[src/rtl/mips_multicycle_ctrl.sv]
// Purpose : Moore-style sequencer for a shared-memory multicycle MIPS datapath
//           (lw, sw, R-type add/sub/and/or/slt, beq, addi, j).
// Latency : lw 5, sw 4, R 4, addi 4, beq 3, j 3 cycles, plus memory wait states.
// Backpressure: mem_ready=0 holds FETCH, MEMRD and MEMWR. IRWrite/PCEn follow
//           mem_ready in FETCH. MemWrite stays high until the completing cycle.
//
// Ports:
//   clk, reset          rising-edge clock; asynchronous active-high reset
//   Op, Funct           opcode and funct fields from the instruction register
//   zero                ALU zero flag, used by the branch states
//   mem_ready           shared memory port finished its access this cycle
//   PCEn, IorD, MemWrite, IRWrite, RegDest, MemtoReg, RegWrite,
//   ALUSrcA, ALUSrcB, ALUControl, PCSrc
//                       datapath controls, combinational from state and inputs
//   state               current FSM state, for debug
//   illegal             one-cycle pulse on an unsupported opcode or funct
//
// Build option: define MIPS_CTRL_BNE_EN to add bne (Op=000101) through state
// BNE=12. When it is not defined, bne is decoded as illegal and state 12 is
// handled like any other unused encoding.

module mips_multicycle_ctrl #(
    parameter int STATE_W = 4
) (
    input  logic               clk,
    input  logic               reset,
    input  logic [5:0]         Op,
    input  logic [5:0]         Funct,
    input  logic               zero,
    input  logic               mem_ready,
    output logic               PCEn,
    output logic               IorD,
    output logic               MemWrite,
    output logic               IRWrite,
    output logic               RegDest,
    output logic               MemtoReg,
    output logic               RegWrite,
    output logic               ALUSrcA,
    output logic [1:0]         ALUSrcB,
    output logic [2:0]         ALUControl,
    output logic [1:0]         PCSrc,
    output logic [STATE_W-1:0] state,
    output logic               illegal
);

    // ------------------------------------------------------------------
    // State encoding. The encoding is visible on the debug port, so the
    // values are fixed. Codes 12-15 are unused unless bne is built in.
    // ------------------------------------------------------------------
    typedef enum logic [STATE_W-1:0] {
        S_FETCH  = STATE_W'(0),
        S_DECODE = STATE_W'(1),
        S_MEMADR = STATE_W'(2),
        S_MEMRD  = STATE_W'(3),
        S_MEMWB  = STATE_W'(4),
        S_MEMWR  = STATE_W'(5),
        S_EXEC   = STATE_W'(6),
        S_ALUWB  = STATE_W'(7),
        S_BEQ    = STATE_W'(8),
        S_ADDIEX = STATE_W'(9),
        S_ADDIWB = STATE_W'(10),
`ifdef MIPS_CTRL_BNE_EN
        S_JUMP   = STATE_W'(11),
        S_BNE    = STATE_W'(12)
`else
        S_JUMP   = STATE_W'(11)
`endif
    } state_e;

    // Opcodes
    localparam logic [5:0] OP_RTYPE = 6'b000000;
    localparam logic [5:0] OP_LW    = 6'b100011;
    localparam logic [5:0] OP_SW    = 6'b101011;
    localparam logic [5:0] OP_BEQ   = 6'b000100;
    localparam logic [5:0] OP_ADDI  = 6'b001000;
    localparam logic [5:0] OP_J     = 6'b000010;
`ifdef MIPS_CTRL_BNE_EN
    localparam logic [5:0] OP_BNE   = 6'b000101;
`endif

    // R-type funct codes
    localparam logic [5:0] FN_ADD = 6'b100000;
    localparam logic [5:0] FN_SUB = 6'b100010;
    localparam logic [5:0] FN_AND = 6'b100100;
    localparam logic [5:0] FN_OR  = 6'b100101;
    localparam logic [5:0] FN_SLT = 6'b101010;

    // ALUControl encodings
    localparam logic [2:0] ALU_ADD = 3'b010;
    localparam logic [2:0] ALU_SUB = 3'b110;
    localparam logic [2:0] ALU_AND = 3'b000;
    localparam logic [2:0] ALU_OR  = 3'b001;
    localparam logic [2:0] ALU_SLT = 3'b111;

    // ALUSrcB encodings
    localparam logic [1:0] SRCB_REG  = 2'b00;
    localparam logic [1:0] SRCB_FOUR = 2'b01;
    localparam logic [1:0] SRCB_IMM  = 2'b10;
    localparam logic [1:0] SRCB_IMM4 = 2'b11;

    // PCSrc encodings
    localparam logic [1:0] PC_ALU    = 2'b00;
    localparam logic [1:0] PC_ALUOUT = 2'b01;
    localparam logic [1:0] PC_JUMP   = 2'b10;

    state_e state_q;
    state_e state_d;

    // ------------------------------------------------------------------
    // State register
    // ------------------------------------------------------------------
    always_ff @(posedge clk or posedge reset) begin
        if (reset) begin
            state_q <= S_FETCH;
        end else begin
            state_q <= state_d;
        end
    end

    assign state = state_q;

    // ------------------------------------------------------------------
    // Next-state logic
    // ------------------------------------------------------------------
    always_comb begin
        state_d = S_FETCH;
        case (state_q)
            S_FETCH:  state_d = mem_ready ? S_DECODE : S_FETCH;
            S_DECODE: begin
                case (Op)
                    OP_LW, OP_SW: state_d = S_MEMADR;
                    OP_RTYPE:     state_d = S_EXEC;
                    OP_BEQ:       state_d = S_BEQ;
                    OP_ADDI:      state_d = S_ADDIEX;
                    OP_J:         state_d = S_JUMP;
`ifdef MIPS_CTRL_BNE_EN
                    OP_BNE:       state_d = S_BNE;
`endif
                    default:      state_d = S_FETCH;
                endcase
            end
            S_MEMADR: state_d = (Op == OP_LW) ? S_MEMRD : S_MEMWR;
            S_MEMRD:  state_d = mem_ready ? S_MEMWB : S_MEMRD;
            S_MEMWB:  state_d = S_FETCH;
            S_MEMWR:  state_d = mem_ready ? S_FETCH : S_MEMWR;
            S_EXEC:   state_d = S_ALUWB;
            S_ALUWB:  state_d = S_FETCH;
            S_BEQ:    state_d = S_FETCH;
            S_ADDIEX: state_d = S_ADDIWB;
            S_ADDIWB: state_d = S_FETCH;
            S_JUMP:   state_d = S_FETCH;
`ifdef MIPS_CTRL_BNE_EN
            S_BNE:    state_d = S_FETCH;
`endif
            // Unused encodings recover to FETCH with every strobe low.
            default:  state_d = S_FETCH;
        endcase
    end

    // ------------------------------------------------------------------
    // Output decode. Outputs that a state does not drive stay 0,
    // including ALUControl.
    // ------------------------------------------------------------------
    always_comb begin
        PCEn       = 1'b0;
        IorD       = 1'b0;
        MemWrite   = 1'b0;
        IRWrite    = 1'b0;
        RegDest    = 1'b0;
        MemtoReg   = 1'b0;
        RegWrite   = 1'b0;
        ALUSrcA    = 1'b0;
        ALUSrcB    = SRCB_REG;
        ALUControl = 3'b000;
        PCSrc      = PC_ALU;
        illegal    = 1'b0;

        case (state_q)
            S_FETCH: begin
                // PC+4 is computed every cycle. PC and IR load only when
                // memory returns the instruction word.
                ALUSrcB    = SRCB_FOUR;
                ALUControl = ALU_ADD;
                IRWrite    = mem_ready;
                PCEn       = mem_ready;
            end
            S_DECODE: begin
                // Branch target PC + (imm<<2) is computed speculatively
                // into ALUOut while the register file is read.
                ALUSrcB    = SRCB_IMM4;
                ALUControl = ALU_ADD;
                case (Op)
                    OP_LW, OP_SW, OP_RTYPE, OP_BEQ, OP_ADDI, OP_J: illegal = 1'b0;
`ifdef MIPS_CTRL_BNE_EN
                    OP_BNE:  illegal = 1'b0;
`endif
                    default: illegal = 1'b1;
                endcase
            end
            S_MEMADR, S_ADDIEX: begin
                ALUSrcA    = 1'b1;
                ALUSrcB    = SRCB_IMM;
                ALUControl = ALU_ADD;
            end
            S_MEMRD: begin
                IorD = 1'b1;
            end
            S_MEMWB: begin
                MemtoReg = 1'b1;
                RegWrite = 1'b1;
            end
            S_MEMWR: begin
                IorD     = 1'b1;
                MemWrite = 1'b1;
            end
            S_EXEC: begin
                ALUSrcA = 1'b1;
                case (Funct)
                    FN_ADD:  ALUControl = ALU_ADD;
                    FN_SUB:  ALUControl = ALU_SUB;
                    FN_AND:  ALUControl = ALU_AND;
                    FN_OR:   ALUControl = ALU_OR;
                    FN_SLT:  ALUControl = ALU_SLT;
                    // Unknown funct is flagged but executed as add. ALUWB
                    // still writes the register.
                    default: begin
                        ALUControl = ALU_ADD;
                        illegal    = 1'b1;
                    end
                endcase
            end
            S_ALUWB: begin
                RegDest  = 1'b1;
                RegWrite = 1'b1;
            end
            S_BEQ: begin
                ALUSrcA    = 1'b1;
                ALUControl = ALU_SUB;
                PCSrc      = PC_ALUOUT;
                PCEn       = zero;
            end
`ifdef MIPS_CTRL_BNE_EN
            S_BNE: begin
                ALUSrcA    = 1'b1;
                ALUControl = ALU_SUB;
                PCSrc      = PC_ALUOUT;
                PCEn       = ~zero;
            end
`endif
            S_ADDIWB: begin
                RegWrite = 1'b1;
            end
            S_JUMP: begin
                PCSrc = PC_JUMP;
                PCEn  = 1'b1;
            end
            default: begin
                // Unused encodings keep the defaults: every strobe is low.
            end
        endcase

        // While reset is high, all outputs are forced to the idle pattern.
        // A write strobe therefore cannot continue after reset is asserted,
        // even within the cycle in which reset arrives.
        if (reset) begin
            PCEn       = 1'b0;
            IorD       = 1'b0;
            MemWrite   = 1'b0;
            IRWrite    = 1'b0;
            RegDest    = 1'b0;
            MemtoReg   = 1'b0;
            RegWrite   = 1'b0;
            ALUSrcA    = 1'b0;
            ALUSrcB    = SRCB_REG;
            ALUControl = ALU_ADD;
            PCSrc      = PC_ALU;
            illegal    = 1'b0;
        end
    end

endmodule

[config.mk]
export PLATFORM = sky130hd
export DESIGN_NAME = mips_multicycle_ctrl
export DESIGN_NICKNAME = d
export VERILOG_FILES = /design/src/rtl/mips_multicycle_ctrl.sv
export SDC_FILE = /design/constraint.sdc
export NUM_CORES = 1
export LEC_CHECK = 0
export ABC_AREA = 1
export ABC_CLOCK_PERIOD_IN_PS = 1200
export CAP_MARGIN = 20
export CORE_MARGIN = 2
export CORE_UTILIZATION = 32
export CTS_CLUSTER_DIAMETER = 100
export DETAILED_ROUTE_END_ITERATION = 6
export GPL_TIMING_DRIVEN = 0
export PLACE_DENSITY = 0.73
export SLEW_MARGIN = 20
export SYNTH_ARGS = -nofsm -noshare
export SYNTH_HDL_FRONTEND = slang
export SYNTH_SLANG_ARGS = --single-unit
[constraint.sdc]
create_clock -name clk -period 1.2 [get_ports clk]
set_input_delay 0.24 -clock clk [delete_from_list [all_inputs] [get_ports clk]]
set_output_delay 0.24 -clock clk [all_outputs]
set_load 0.01 [all_outputs]
Yosys cells after proc, flatten, opt, wreduce, memory -nomap -nowiden
Cells that the tools add are included.
{"block": "totals", "reg_bits": 4, "in_bits": 16, "output_inout_bits": 20}
{"block": "classes", "eq_ne": 21, "mux": 33, "n_reduce_logical": 10}
{"operator": "== test 6 bit, second input constant", "n": 7}
{"operator": "one-hot mux 4 bit (7 select lines)", "n": 1}
{"operator": "one-hot mux 4 bit (5 select lines)", "n": 1}
{"operator": "two-way mux 1 bit", "n": 19}
{"operator": "== test 4 x 3 -> 1 bit, second input constant", "n": 4}
{"operator": "== test 4 bit, second input constant", "n": 4}
{"operator": "two-way mux 3 bit", "n": 4}
{"operator": "one-hot mux 3 bit (4 select lines)", "n": 1}
{"operator": "one-hot mux 3 bit (3 select lines)", "n": 1}
{"operator": "== test 4 x 2 -> 1 bit, second input constant", "n": 2}
{"operator": "OR reduction 4 bit", "n": 2}
{"operator": "== test 6 x 2 -> 1 bit, second input constant", "n": 1}
{"operator": "== test 6 x 3 -> 1 bit, second input constant", "n": 1}
{"operator": "== test 6 x 4 -> 1 bit, second input constant", "n": 1}
{"operator": "zero test 6 bit", "n": 1}
{"operator": "one-hot mux 2 bit (3 select lines)", "n": 1}
{"operator": "OR reduction 2 bit", "n": 3}
{"operator": "OR reduction 6 bit", "n": 1}
{"operator": "OR reduction 5 bit", "n": 1}
{"operator": "== test 4 x 1 -> 1 bit, second input constant", "n": 1}
{"operator": "zero test 4 bit", "n": 1}
{"operator": "two-way mux 2 bit", "n": 2}
{"operator": "one-hot mux 2 bit (2 select lines)", "n": 1}
{"operator": "one-hot mux 1 bit (3 select lines)", "n": 1}
{"operator": "2 further kinds", "n": 2}

Logic depth before layout (Yosys ltp)
Gate-level depths: netlist of run 1.
{"block": "depth", "ltp_word": 5, "mapped_depth": 7}

Worst setup path after synthesis of run 1
Ideal clock, no wire load.
{"block": "synth_timing", "path_kind": "register -> output", "from": "reg state_q[3] (netlist: state[3])", "to": "out ALUControl[0]", "arrival_ps": 1241, "required_ps": 960, "setup_slack_ps": -281, "stages_incl_launch_ff": 7, "path_buffers": 0, "path_cell_list": "dfrtp_1 inv_1 nand2_1 nor2_4 nand2_2 or2_1 o22ai_1"}
{"block": "synth_via", "elab_chain_len": 4}
{"element": "from (decl)", "line_no": "106", "rtl": "state_e state_q;"}
{"element": "from (signal assigned)", "line_no": "116", "rtl": "state_q <= state_d;"}
{"element": "== test 4 x 1 -> 1 bit, or another cell as far along", "line_no": "178", "rtl": "case (state_q)"}
{"element": "OR reduction 4 bit (no source line)"}
{"element": "one-hot mux 3 bit (3 select lines) (*)", "line_no": "178"}
{"element": "two-way mux 3 bit (*)", "line_no": "265", "rtl": "if (reset) begin"}
{"element": "to (decl)", "line_no": "40", "rtl": "output logic [2:0] ALUControl,"}
Mark *: on every way between the ends. The rest lies on a longest branch, timed or not.

Final worst setup path of run 1
{"block": "layout_timing", "from": "reg state_q[2] (netlist: state[2])", "to": "out RegWrite"}
{"block": "layout_via", "elab_chain_len": 4}
{"element": "== test 4 bit / == test 4 x 3 -> 1 bit (equally long branches)", "line_no": "178"}
{"element": "OR reduction 3 bit (no source line) (*)"}
{"element": "two-way mux 1 bit (*)", "line_no": "178"}
{"element": "two-way mux 1 bit (*)", "line_no": "265"}
{"element": "to (decl)", "line_no": "37", "rtl": "output logic RegWrite,"}
Marked as above.

==> results.md, run 1 <==
- Status: finished, violations left
- Failing checks: negative setup slack
- Area growth syn-to-layout: 119.1%
- Final total power: 0.001055 W
- Post-synth top area share: 17.13%
- Die Ht: 46.73 um
- CTS Buf Count: 3
- Dpl hpwl: 1684 um
- Top achievable clock speed: 566.5 MHz
- NumNets Final: 186
- Gpl congestion: 0.8937
- Most common cell after layout, fill and taps aside: buf_4
- R2R cell count: 8
- Max cap viols: 0
- Drt pass-1 iters: 4
- Vias per Instance: 4.990
- Largest area contributor in the netlist: dfrtp_1
- Hold Crit Class: input port to asynchronous set/reset pin
- Post-Place Cells: 169
- Slew margin rel.: 86.35%
- Min Clock Period, post-route: 1.765 ns
- Core area: 1727 sq um
- Max reg flops: 4
- H-tree depth: 1
- Reg2reg end: state[1]
- Top post-synthesis cells by area: dfrtp_1 (17%), nor2_1 (16%), inv_1 (13%)
- DR iter-0 viols: 21
- Fill count: 137
- Via count: 968
- Placed Area: 1026 sq um
- CTS root buf: clkbuf_4
- Clk_skew: 0.01705 ns
- Congestion Overflow GR: 0
- CTS tree: done
- CTS sink count: 4
- Die Area: 2184 sq um
- Leak: 0.6252 nW
- Antenna diodes: 0
- WL final: 2513 um
- Synth Net Count: 125
- Fin crit share: 147.1%
- IO Port Bufs: 35
- Final setup viols: 20
- Netlist cell types: 20
- Worst-Margin Slew: 0.2037 ns
- Die Width: 46.73 um
- Worst path required time: 0.96 ns
- Largest net degree at the start of global routing: 11
- First-pass GRT wire length: 3822 um
- Clock Latency Late Sink: 0.25 ns
- Hold Fails Final Rpt: 0
- Seq/Total Area, Yosys: 17.13%
- Reg-to-Reg Start: state[1]
- CP Launch Type: flip-flop
- Critical path endpoint: RegWrite
- Clock-pin transition on the worst setup and hold timing paths: 0.05 ns
- Mapped Area: 584.3 sq um
- Crit end category: output pin
- Max FO, Critical Path: 3
- Cells after Synth: 109
- Clock buffer depth: 2
- Max rail drop VDD: 0.8265 mV
- Critical path origin: state[2]
- Hold slack: 0.07877 ns
- Initial antenna violation count: 0
- Wire per inst: 12.95 um
- Final instance area: 1280 sq um
- Kind of critical path: flip-flop to output pin
- Overall routing resource usage: 24.37%
- Slew Limit Fails: 0
- ANT nets after route: 0
- Layout cells sized above 1: 57.99%
- Crit path arrival time: 1.53 ns
- Syn avg cell area: 5.361 sq um
- Number of global-route vias before repair: 1,011
- Synthesis Warnings: 0
- Final Instance Count excl. Fillers: 194
- PwrDens: 824.5 nW/um^2
- Unrepaired setup endpoints after global routing: yes
- DR DRC count: 0
- I/O pin total: 36
- Commonest cells after routing, fill and taps aside: buf_4 (18), buf_2 (17), inv_1 (11), nand2_1 (11)
- Initial Util: 33.84%
- R2r setup slk: -0.22 ns
- Final WS setup: -0.5651 ns
- Row count: 15
- #FFs+latches synth: 4
- Cts hold-fix bufs: 0
[synth_stat cells]
cell type / instances
nor2_1: 25
inv_1: 20
nand2_1: 18
nand3_1: 11
a21oi_1: 6
nand4_1: 5
dfrtp_1: 4
nor3_1: 4
o21ai_0: 3
nand2_2: 2
nor2_4: 2
a21o_2: 1
a31oi_1: 1
a41oi_1: 1
clkbuf_1: 1
nor3b_1: 1
o211ai_1: 1
o22ai_1: 1
or2_1: 1
or3_1: 1
[repair_timing]
| item | in CTS | in global routing |
|---|---|---|
| resized for setup | 124 | 13 |
| endpoints found under the setup margin | 23 | 21 |
| setup buffers | 21 | 1 |
| pin swaps | 16 | 14 |
[worst max-delay path, stage by stage (launching register included)]
cell	delay, ns
dfrtp_1	0.41
nand2_2	0.13
inv_2	0.06
nand2_2	0.11
nor2_4	0.06
or3_4	0.36
buf_2	0.14
[kinds of logic after synthesis]
logic type | Yosys count | share of synthesized area [%]
AO/OA/AOI/OAI | 14 | 14.13
AND/OR/NAND/NOR | 70 | 55.25
buffers and inverters | 21 | 13.49
flip-flops | 4 | 17.13
[power breakdown]
| group | switching [W] | total [W] | internal [W] | leakage (nW) |
|---|---|---|---|---|
| logic | 0.000391 | 0.000684 | 0.000292 | 0.558 |
| registers | 0.0000217 | 0.000175 | 0.000154 | 0.0525 |
| clock network | 0.0000707 | 0.000196 | 0.000126 | 0.0150 |
[stage by stage]
step	setup WS [ns]	setup TNS, ns	utilization (%)
after global placement	-1.039	-15.18	59.42
after CTS	-0.5490	-6.887	71.59
after detailed placement	-1.088	-15.62	59.42
final	-0.5651	-7.244	74.13
after global routing	-0.6042	-8.254	74.13
after floorplan	-0.2480	-1.175	-
[how the worst min path moves through the flow]
| stage | end | slack (ns) | start |
|---|---|---|---|
| 4_1_cts | state[2] | 0.08 | reset |
| 2_1_floorplan | state[0] | 0.04 | reset |
| 5_1_grt | state[2] | 0.1 | reset |
| 3_3_place_gp | state[2] | 0.57 | reset |
| 6_report | state[2] | 0.08 | reset |
| 3_5_place_dp | state[2] | 0.58 | reset |
[routing by layer]
metal | wire length (um) | GRT usage, % | up-vias
li1 | - | - | 480
met1 | 907 | 23.60 | 444
met2 | 1401 | 50.00 | 38
met3 | 148 | 2.308 | 6
met4 | 55 | 12.22 | 0
met5 | 0 | 0 | -
[cell type report]
class	instances	area, sq um	area share, %
inverter	20	80.08	6.256
buffer	1	7.507	0.5865
sequential	4	101.3	7.918
clock buffer	4	26.28	2.053
tap	25	31.28	2.444
multi-input combinational	84	604.3	47.21
timing repair buffer	56	429.2	33.53
No activity file was read; power rests on OpenSTA's default activity.
==> run 2, diff against run 1 <==
- CORE_UTILIZATION: 32 -> 30
- PLACE_DENSITY: 0.73 -> 0.69
==> run 2 against run 1 <==
Net effect: the run still ends with negative setup slack left; worst hold slack gained 0.0081 ns; global-route usage shrank 2.8 points; via count grew 2.1%; sequential power is essentially flat; clock power shrank 3%; sequential share of layout area shrank 0.38 points; non-clock buffer count grew 1; wire length grew 6.9%; count of clock-buffer cells in the layout is the same.
==> results.md, run 2 (synthesized netlist as in run 1, its figures left out) <==
- CP Launch Type: flip-flop
- Clock Latency Late Sink: 0.25 ns
- Commonest cells after routing, fill and taps aside: buf_2 (17), buf_4 (16), nand2_1 (12)
- Final Instance Count excl. Fillers: 195
- I/O pin total: 36
- Setup TNS: -7.773 ns
- ANT nets after route: 0
- Crit end category: output pin
- Status: finished, violations left
- CP bufs+invs: 2
- Clock buffer depth: 2
- Pre-CTS WS: -1.075 ns
- Number of global-route vias before repair: 855
- Clk_skew: 0.007743 ns
- Wire per inst: 13.77 um
- CTS root buf: clkbuf_4
- Leak: 0.6674 nW
- Max rail drop VDD: 0.5073 mV
- Max stage delay on crit path: 0.38 ns
- Core area: 1783 sq um
- Top achievable clock speed: 565.1 MHz
- Final setup viols: 20
- Die Area: 2317 sq um
- Worst path required time: 0.96 ns
- DR DRC count: 0
- Die Width: 48.13 um
- IO Port Bufs: 35
- H-tree depth: 1
- Crit path arrival time: 1.53 ns
- Min Clock Period, post-route: 1.770 ns
- Dpl hpwl: 1566 um
- Layout cells sized above 1: 56.47%
- Final WS setup: -0.5697 ns
- Worst-Margin Slew: 0.2606 ns
- NumNets Final: 187
- Congestion Overflow GR: 0
- Most common cell after layout, fill and taps aside: buf_2
- Largest net degree at the start of global routing: 11
- CTS Buf Count: 3
- Via count: 988
- Gpl congestion: 0.8496
- First-pass GRT wire length: 3401 um
- Hold slack: 0.08684 ns
- Area growth syn-to-layout: 130.0%
- Reg-to-Reg Start: state[0]
- Initial Util: 32.77%
- CTS tree: done
- Slowest cell on crit path: dfrtp_1
- Cells along the critical path: buf_4 > nand2_1 > nor2_4 > or3_4 > buf_6
- Max cap viols: 0
- Final instance area: 1344 sq um
- Kind of critical path: flip-flop to output pin
- Delay-heaviest family, CP: simple AND/OR/NAND/NOR gates
- Vias per Instance: 5.067
- Cts hold-fix bufs: 0
- Unrepaired setup endpoints after global routing: yes
- Slew margin rel.: 82.63%
- Placed Area: 1026 sq um
- Clock-pin transition on the worst setup and hold timing paths: 0.04 ns
- Fin crit share: 147.5%
- PwrDens: 866.8 nW/um^2
- Max FO, Critical Path: 3
- Hold Fails Final Rpt: 0
- Max reg flops: 4
- Hold Crit Class: input port to asynchronous set/reset pin
- Drt pass-1 iters: 4
- WL final: 2686 um
- Post-Place Cells: 169
- Critical path origin: state[0]
- Overall routing resource usage: 21.58%
- Row count: 15
- CTS sink count: 4
- Slew Limit Fails: 0
- Initial antenna violation count: 0
- DR iter-0 viols: 32
- Die Ht: 48.13 um
- Antenna diodes: 0
- Failing checks: negative setup slack
[run 2: metal layers]
| layer | track usage, % | up-vias | part of all wire [%] | wire (um) |
|---|---|---|---|---|
| li1 | - | 481 | - | - |
| met1 | 21.30 | 454 | 36 | 974 |
| met2 | 41.87 | 42 | 55 | 1484 |
| met3 | 3.704 | 11 | 5.9 | 159 |
| met4 | 11.89 | 0 | 2.5 | 68 |
| met5 | 0 | - | 0 | 0 |
[run 2: layout make-up]
class	count	area [sq um]
multi-input cells	84	628.1
repair buffers	57	474.2
fillers	137	439.2
flip-flops and latches	4	101.3
inverters	20	77.57
well taps	25	31.28
clock buffers	4	26.28
plain buffers	1	5.005
[run 2: report_power, final]
group | leakage [nW] | internal, W | switching (W)
Combinational | 0.600 | 0.000371 | 0.000432
Clock | 0.0150 | 0.000125 | 0.0000644
Sequential | 0.0525 | 0.000154 | 0.0000188
[run 2: worst paths after layout]
check                            to  slack [ns]  cells past startpoint
max                        RegWrite       -0.57                      5
min                        state[0]        0.09                      2
max reg2reg                state[0]       -0.18                      8
min reg2reg                state[3]        0.77                      4
max in group asynchronous  state[1]        0.94                      2
min in group clk           state[3]        0.40                      4
[run 2: stage by stage]
stage	util, %	power, W
2_1_floorplan	-	0.0004421
3_3_place_gp	57.54	0.0006628
3_5_place_dp	57.54	0.0006651
4_1_cts	67.93	0.0009818
5_1_grt	75.37	0.001241
6_report	75.37	0.001165
[run 2: what timing repair did]
action                                  CTS  global route
setup buffers                            17             5
endpoints found under the setup margin   23            21
pin swaps                                12            12
hold endpoints to repair                  0             0
resized for setup                       118            19
==> run 3, diff against run 2 <==
- CORE_UTILIZATION: 30 -> 32
- CTS_CLUSTER_SIZE: default -> 14
- HOLD_SLACK_MARGIN: default -> 0.03
- PLACE_DENSITY: 0.69 -> 0.73
==> results of run 3 <==
Same layout as run 1: the final DEF is identical, and so are final timing and power.
